`config.mk`:
```
export PLATFORM = sky130hd
export DESIGN_NAME = pacman_sprite_fetch
export DESIGN_NICKNAME = d
export VERILOG_FILES = /design/src/rtl/pacman_sprite_fetch.sv
export SDC_FILE = /design/constraint.sdc
export NUM_CORES = 1
export LEC_CHECK = 0
export ABC_AREA = 1
export BUFFER_PORTS_ARGS = -buffer_cell sky130_fd_sc_hd__buf_2
export CORE_UTILIZATION = 45
export DETAILED_ROUTE_END_ITERATION = 6
export HOLD_SLACK_MARGIN = 0.15
export PLACE_DENSITY_LB_ADDON = 0.25
export SYNTH_ARGS = -nofsm -noshare
export SYNTH_HDL_FRONTEND = slang
export SYNTH_SLANG_ARGS = --single-unit
```
`constraint.sdc`:
```
create_clock -name Clk -period 4.9 [get_ports Clk]
set_input_delay 0.735 -clock Clk [delete_from_list [all_inputs] [get_ports Clk]]
set_output_delay 0.735 -clock Clk [all_outputs]
set_load 0.01 [all_outputs]
```
`src/rtl/pacman_sprite_fetch.sv`:
```
// pacman_sprite_fetch: sprite RAM address generation, orientation and 3-stage pixel realignment for the Pac-Man sprite
module pacman_sprite_fetch #(
  parameter int SPR_W = 52,
  parameter int SPR_H = 52,
  parameter int ADDR_W = 12,
  parameter int COLOR_W = 24,
  parameter logic [COLOR_W-1:0] KEY_COLOR = '0
) (
  input  logic               Clk,
  input  logic               Reset_n,
  input  logic               frame_start,
  input  logic [9:0]         pac_x,
  input  logic [9:0]         pac_y,
  input  logic [1:0]         pac_dir,
  input  logic               pixel_valid,
  input  logic [9:0]         DrawX,
  input  logic [9:0]         DrawY,
  output logic [ADDR_W-1:0]  read_address,
  input  logic [COLOR_W-1:0] ram_data,
  output logic               pix_valid,
  output logic               pix_hit,
  output logic [COLOR_W-1:0] pix_rgb
);
  localparam int CW = $clog2(SPR_W > SPR_H ? SPR_W : SPR_H);
  logic [9:0] r_px, r_py;
  logic [1:0] r_dir;
  logic r_v1, r_b1, r_v2, r_b2;
  logic [10:0] w_dx, w_dy;
  logic [CW-1:0] w_fx, w_fy, w_row, w_col;
  logic w_in_box, w_opaque;
  logic [ADDR_W-1:0] w_addr;
  assign w_dx = {1'b0, DrawX} - {1'b0, r_px};
  assign w_dy = {1'b0, DrawY} - {1'b0, r_py};
  // a negative offset borrows into a huge 11-bit value, so one compare covers both box edges
  assign w_in_box = pixel_valid & (w_dx < 11'(SPR_W)) & (w_dy < 11'(SPR_H));
  assign w_fx = CW'(SPR_W - 1) - w_dx[CW-1:0];
  assign w_fy = CW'(SPR_H - 1) - w_dy[CW-1:0];
  assign w_row = r_dir[1] ? (r_dir[0] ? w_fx : w_dx[CW-1:0]) : w_dy[CW-1:0];
  assign w_col = r_dir[1] ? (r_dir[0] ? w_dy[CW-1:0] : w_fy) : (r_dir[0] ? w_fx : w_dx[CW-1:0]);
  assign w_addr = ADDR_W'(w_row) * ADDR_W'(SPR_W) + ADDR_W'(w_col);
  assign w_opaque = ram_data != KEY_COLOR;
  // position latch once per frame, so the sprite never tears mid-frame
  always_ff @(posedge Clk or negedge Reset_n)
    if (!Reset_n) begin
      r_px <= '0;
      r_py <= '0;
      r_dir <= '0;
    end else if (frame_start) begin
      r_px <= pac_x;
      r_py <= pac_y;
      r_dir <= pac_dir;
    end
  // address stage, then RAM wait stage, then keyed colour output stage
  always_ff @(posedge Clk or negedge Reset_n)
    if (!Reset_n) begin
      read_address <= '0;
      r_v1 <= 1'b0;
      r_b1 <= 1'b0;
      r_v2 <= 1'b0;
      r_b2 <= 1'b0;
      pix_valid <= 1'b0;
      pix_hit <= 1'b0;
      pix_rgb <= '0;
    end else begin
      read_address <= w_in_box ? w_addr : '0;
      r_v1 <= pixel_valid;
      r_b1 <= w_in_box;
      r_v2 <= r_v1;
      r_b2 <= r_b1;
      pix_valid <= r_v2;
      pix_hit <= r_b2 & w_opaque;
      pix_rgb <= (r_b2 & w_opaque) ? ram_data : '0;
    end
endmodule
```
**Word-level counts from Yosys, hierarchy flattened**

Index checks and enable logic that the tools add are counted.

- Flip-flop bits (word level): 64
- Bits of input ports: 70
- Output and inout port bits: 38
- Logic and storage cells: 29

- Add/subtract/negate cells: 5
- Multipliers: 1
- $lt $le $gt $ge: 2
- Mux-type cells: 6
- Bitwise logic cells: 3
- Reduce and logical (&&, ||, !) cells: 1

Operators with widths:

| operator | count |
|---|---|
| 24-bit two-way mux | 1 |
| 6-bit two-way mux | 4 |
| 24-bit nonzero test | 1 |
| 11-bit by 6-bit < comparator with 1-bit output (second input constant) | 2 |
| 10-bit by 10-bit subtractor with 11-bit output | 2 |
| 12-bit by 6-bit adder with 12-bit output | 1 |
| 12-bit two-way mux | 1 |
| 6-bit subtractor (first input constant) | 2 |
| 6-bit by 4-bit multiplier with 10-bit output (second input constant) | 1 |
| 1-bit bitwise AND | 3 |

**Longest topological paths before layout**

- Depth in word-level cells: 7
- Mapped depth: 29
- Depth with buffers taken out: 29

**Least setup slack after synthesis**

OpenSTA, ideal clock, no wires.

- Path kind: input-to-reg
- From: input DrawX[0]
- To: register read_address[10]
- Setup time: 120 ps
- Arrival: 4357 ps
- Data required time: 4780 ps
- Setup slack: 423 ps
- Stages: 21
- Path buffers: 0
- Cells stage by stage: inv_1 -> ha_1 -> inv_1 -> fa_1 -> xor2_1 -> inv_1 -> ha_1 -> o21ai_0 -> o21ai_0 -> ha_1 -> inv_1 -> fa_1 -> inv_1 -> ha_1 -> nand2_1 -> nand3_1 -> xnor2_1 -> nor2_1 -> nand2_1 -> xor2_1 -> nor2_2

- Word-level cells in the longest chain between the ends: 7
- Elaborated cells between the ends (all ways): 11
- Classes of those cells: 3 x add/sub; 1 x mul; 1 x order compare; 4 x mux; 2 x bitwise

RTL lines:

| item | line | RTL |
|---|---|---|
| start: declaration | 16 | `input logic [9:0] DrawX,` |
| 10-bit by 10-bit subtractor with 11-bit output (*) | 32 | `assign w_dx = {1'b0, DrawX} - {1'b0, r_px};` |
| 6-bit subtractor | 36 | `assign w_fx = CW'(SPR_W - 1) - w_dx[CW-1:0];` |
| 6-bit two-way mux | 38, 39 |  |
| 6-bit two-way mux | 38 | `assign w_row = r_dir[1] ? (r_dir[0] ? w_fx : w_dx[CW-1:0]) : w_dy[CW-1:0];` |
| 6-bit by 4-bit multiplier with 10-bit output | 40 | `assign w_addr = ADDR_W'(w_row) * ADDR_W'(SPR_W) + ADDR_W'(w_col);` |
| 12-bit by 6-bit adder with 12-bit output | 40 |  |
| 12-bit two-way mux (*) | 65 | `read_address <= w_in_box ? w_addr : '0;` |
| end signal: assignment | 65 |  |
| end: declaration | 18 | `output logic [ADDR_W-1:0] read_address,` |

Mark *: on every way between the ends. The rest lies on a longest branch, timed or not.
A chain may end at the register's enable or synchronous reset.

**Worst setup path after layout**

- From: input DrawX[0]
- To: register read_address[11]

The elaborated chain is that of the path after synthesis.

==> metrics.md <==
| Metric | Value |
|---|---|
| Synth Warn # | `0` |
| Clock transition at path regs | `0.08 ns` |
| Post-synth EDFFs | `0` |
| Register area share after synthesis | `37.0%` |
| Slowest cell on crit path | `fa_1` |
| Syn Inst Count | `569` |
| Via density | `4.64` |
| Initial antenna violation count | `0` |
| Post-CTS resize count | `0` |
| Post-Syn Nets | `687` |
| HPWL Detailed | `7060 µm` |
| Worst path buffer plus inverter count | `6` |
| Diodes inserted | `0` |
| Final Cycle Share | `90.9%` |
| Via count | `3,794` |
| Setup violations, final | `0` |
| Leak Pwr | `3.15 nW` |
| Fillers | `908` |
| Layout cells sized above 1 | `22.4%` |
| Pin count of the biggest net entering global routing | `65` |
| Power Density | `422 nW/µm²` |
| Area of the multi-input gates | `2300 µm²` |
| Final ANT Viol Nets | `0` |
| Wirelength per Cell | `11.0 µm` |
| Cell Rows | `35` |
| I/O Buffers | `107` |
| Die width | `100 µm` |
| Total Neg Setup Slack | `0 ns` |
| Area of the core | `9280 µm²` |
| Crit path capture type | `register` |
| Distinct cell type count after synthesis | `28` |
| CTS buffer count | `9` |
| All-layer global routing usage | `19.3%` |
| First drt pass iteration count | `4` |
| First-pass GRT wire length | `15,500 µm` |
| Critical Path, Cell by Cell | `buf_2, inv_1, ha_1, inv_1, fa_1, xor2_1, inv_1, ha_1, o21ai_0, o21ai_0, ha_1, inv_1, fa_1, inv_1, ha_1, nand2_1, nand2_1, nand2_1, nand3_1, xor2_1, nand3_1, nand2_1, nand2_1, nor2_1` |
| Clock buffer depth | `2` |
| Worst Setup SP | `DrawX[0]` |
| Residual DRC | `0` |
| # nets final | `801` |
| Worst Setup Path Type | `in -> reg` |
| Vias in the first global route | `3,668` |
| Outcome | `complete, no violations` |
| Skew final | `0.0127 ns` |
| Max Cap Viol | `0` |
| Htree depth | `3` |
| Final Util | `56.8%` |
| Post-synthesis area per instance | `7.60 µm²` |
| Hold Path Origin | `r_v2$_DFF_PN0_` |
| Max IR drop VDD | `234 µV` |
| Async set-or-reset flop fraction in the synthesized netlist | `100%` |
| Mapped cell area | `4330 µm²` |
| Storage cell area | `1600 µm²` |
| Gpl congestion | `0.864` |
| Ys flop type | `dfrtp_1` |
| Die height | `100 µm` |
| Synthesis-stage register bit count | `64` |
| Routed WL | `8960 µm` |
| Final Hold Viols | `0` |
| Final min period | `4.45 ns` |
| CTS root buf | `clkbuf_8` |
| CP max stage delay | `0.52 ns` |
| Detailed Route Iter0 Violations | `119` |
| Unrepaired setup endpoints after global routing | `false` |
| Worst path top cell family by delay | `adder cells` |
| CTS tree | `built` |
| Critical Path Fanout Max | `6` |
| Finished layout cell area | `5280 µm²` |
| Post-CTS setup buffers | `0` |
| Layout area overhead | `22.0%` |
| Critical path required time | `5.17 ns` |
| Clock tree sinks | `64` |
| Die area | `10,000 µm²` |
| Rel. slew slack | `45.8%` |
| RR Startpoint | `r_px[0]$_DFFE_PN0P_` |
| Fmax achieved | `225 MHz` |
| Hold-fix buffers, CTS | `0` |
| Measured slew at the worst slew-check pin | `0.813 ns` |
| Critical Path Source Type | `input port` |
| Crit path DAT | `4.72 ns` |
| Cell Area, Placed | `5030 µm²` |
| Min Hold Slack | `0.356 ns` |
| Skew-Pair Late Insertion Delay | `0.35 ns` |
| Inst Count DP | `801` |
| HP Class | `reg -> reg` |
| GRT overflow | `0` |
| Final Max Tran Viols | `0` |
| # IOs | `108` |
| Initial Util | `46.6%` |
| Non-filler instance count after layout | `817` |
==> where the power goes <==
group	switching, mW	total (mW)	internal (mW)
sequential	0.00790	0.553	0.545
clock	0.230	0.575	0.345
combinational	0.644	1.10	0.455
==> cells in the final DEF, fill, tap and decap left out, types with 4 or more instances in the layout <==
master,netlist,layout
a21oi_1,14,14
fa_1,6,6
buf_4,0,7
nand2_2,8,8
nand3_1,32,32
nand2_1,148,148
ha_1,42,42
nor2_1,51,51
o21ai_0,31,31
buf_2,0,107
clkbuf_8,0,9
inv_1,100,100
dfrtp_1,64,64
nand3b_1,4,4
nand4_1,13,13
nor2_2,9,9
xor2_1,9,9
xnor2_1,11,11
==> sequential cells by signal, summed over array words and instances (netlist names) <==
| register | flops |
|---|---|
| r_px | 10 |
| r_dir | 2 |
| pix_valid | 1 |
| r_b2 | 1 |
| r_b1 | 1 |
| pix_rgb | 24 |
| r_v2 | 1 |
| pix_hit | 1 |
| r_py | 10 |
| r_v1 | 1 |
| read_address | 12 |
==> cells by family after synthesis <==
group	share of synthesized area (%)
simple gates	27.1
buf+inv	9.89
fa+ha+maj	14.9
mux	0.752
compound gates	6.28
flops	37.0
xor+xnor	4.05
==> metrics by stage <==
step           setup slack [ns]  total power, mW
2_1_floorplan             0.423             1.43
3_3_place_gp              0.199             1.63
3_5_place_dp              0.102             1.66
4_1_cts                   0.466             2.25
5_1_grt                  0.0437             2.44
6_report                  0.446             2.23
==> path summary, 6_finish.rpt <==
path	endpoint	slack [ns]	cells after the start
min in group asynchronous	r_dir[1]$_DFFE_PN0P_	0.56	2
max	read_address[11]$_DFF_PN0_	0.45	24
max reg2reg	read_address[11]$_DFF_PN0_	0.65	15
max in group asynchronous	r_v2$_DFF_PN0_	3.80	2
min reg2reg	pix_valid$_DFF_PN0_	0.36	0
min	pix_valid$_DFF_PN0_	0.36	0
==> layer usage <==
layer / up-vias / GRT usage (%) / wire length [µm]
met5: - / 0 / 0
met4: 0 / 6.69 / 71
met3: 10 / 4.11 / 511
met2: 117 / 33.7 / 4150
met1: 1671 / 23.7 / 4230
li1: 1996 / - / -
==> cell type report <==
cell class | instances | share of cell area, %
tap | 129 | 3.06
clock buffer | 9 | 2.35
clock inverter | 7 | 2.42
multi-input combinational | 393 | 43.5
inverter | 101 | 7.18
timing repair buffer | 114 | 11.1
sequential | 64 | 30.3
==> synth_stat cells (9+ instances only) <==
cell      number  area, µm²
nand4_1       13       81.3
nor2_1        51        191
xor2_1         9       78.8
xnor2_1       11       96.3
a21oi_1       14       70.1
clkbuf_1      10       37.5
dfrtp_1       64       1600
o21ai_0       31        155
nand2_1      148        556
nor2_2         9       56.3
nand3_1       32        160
ha_1          42        526
inv_1        100        375
(Power assumes the default switching activity.)
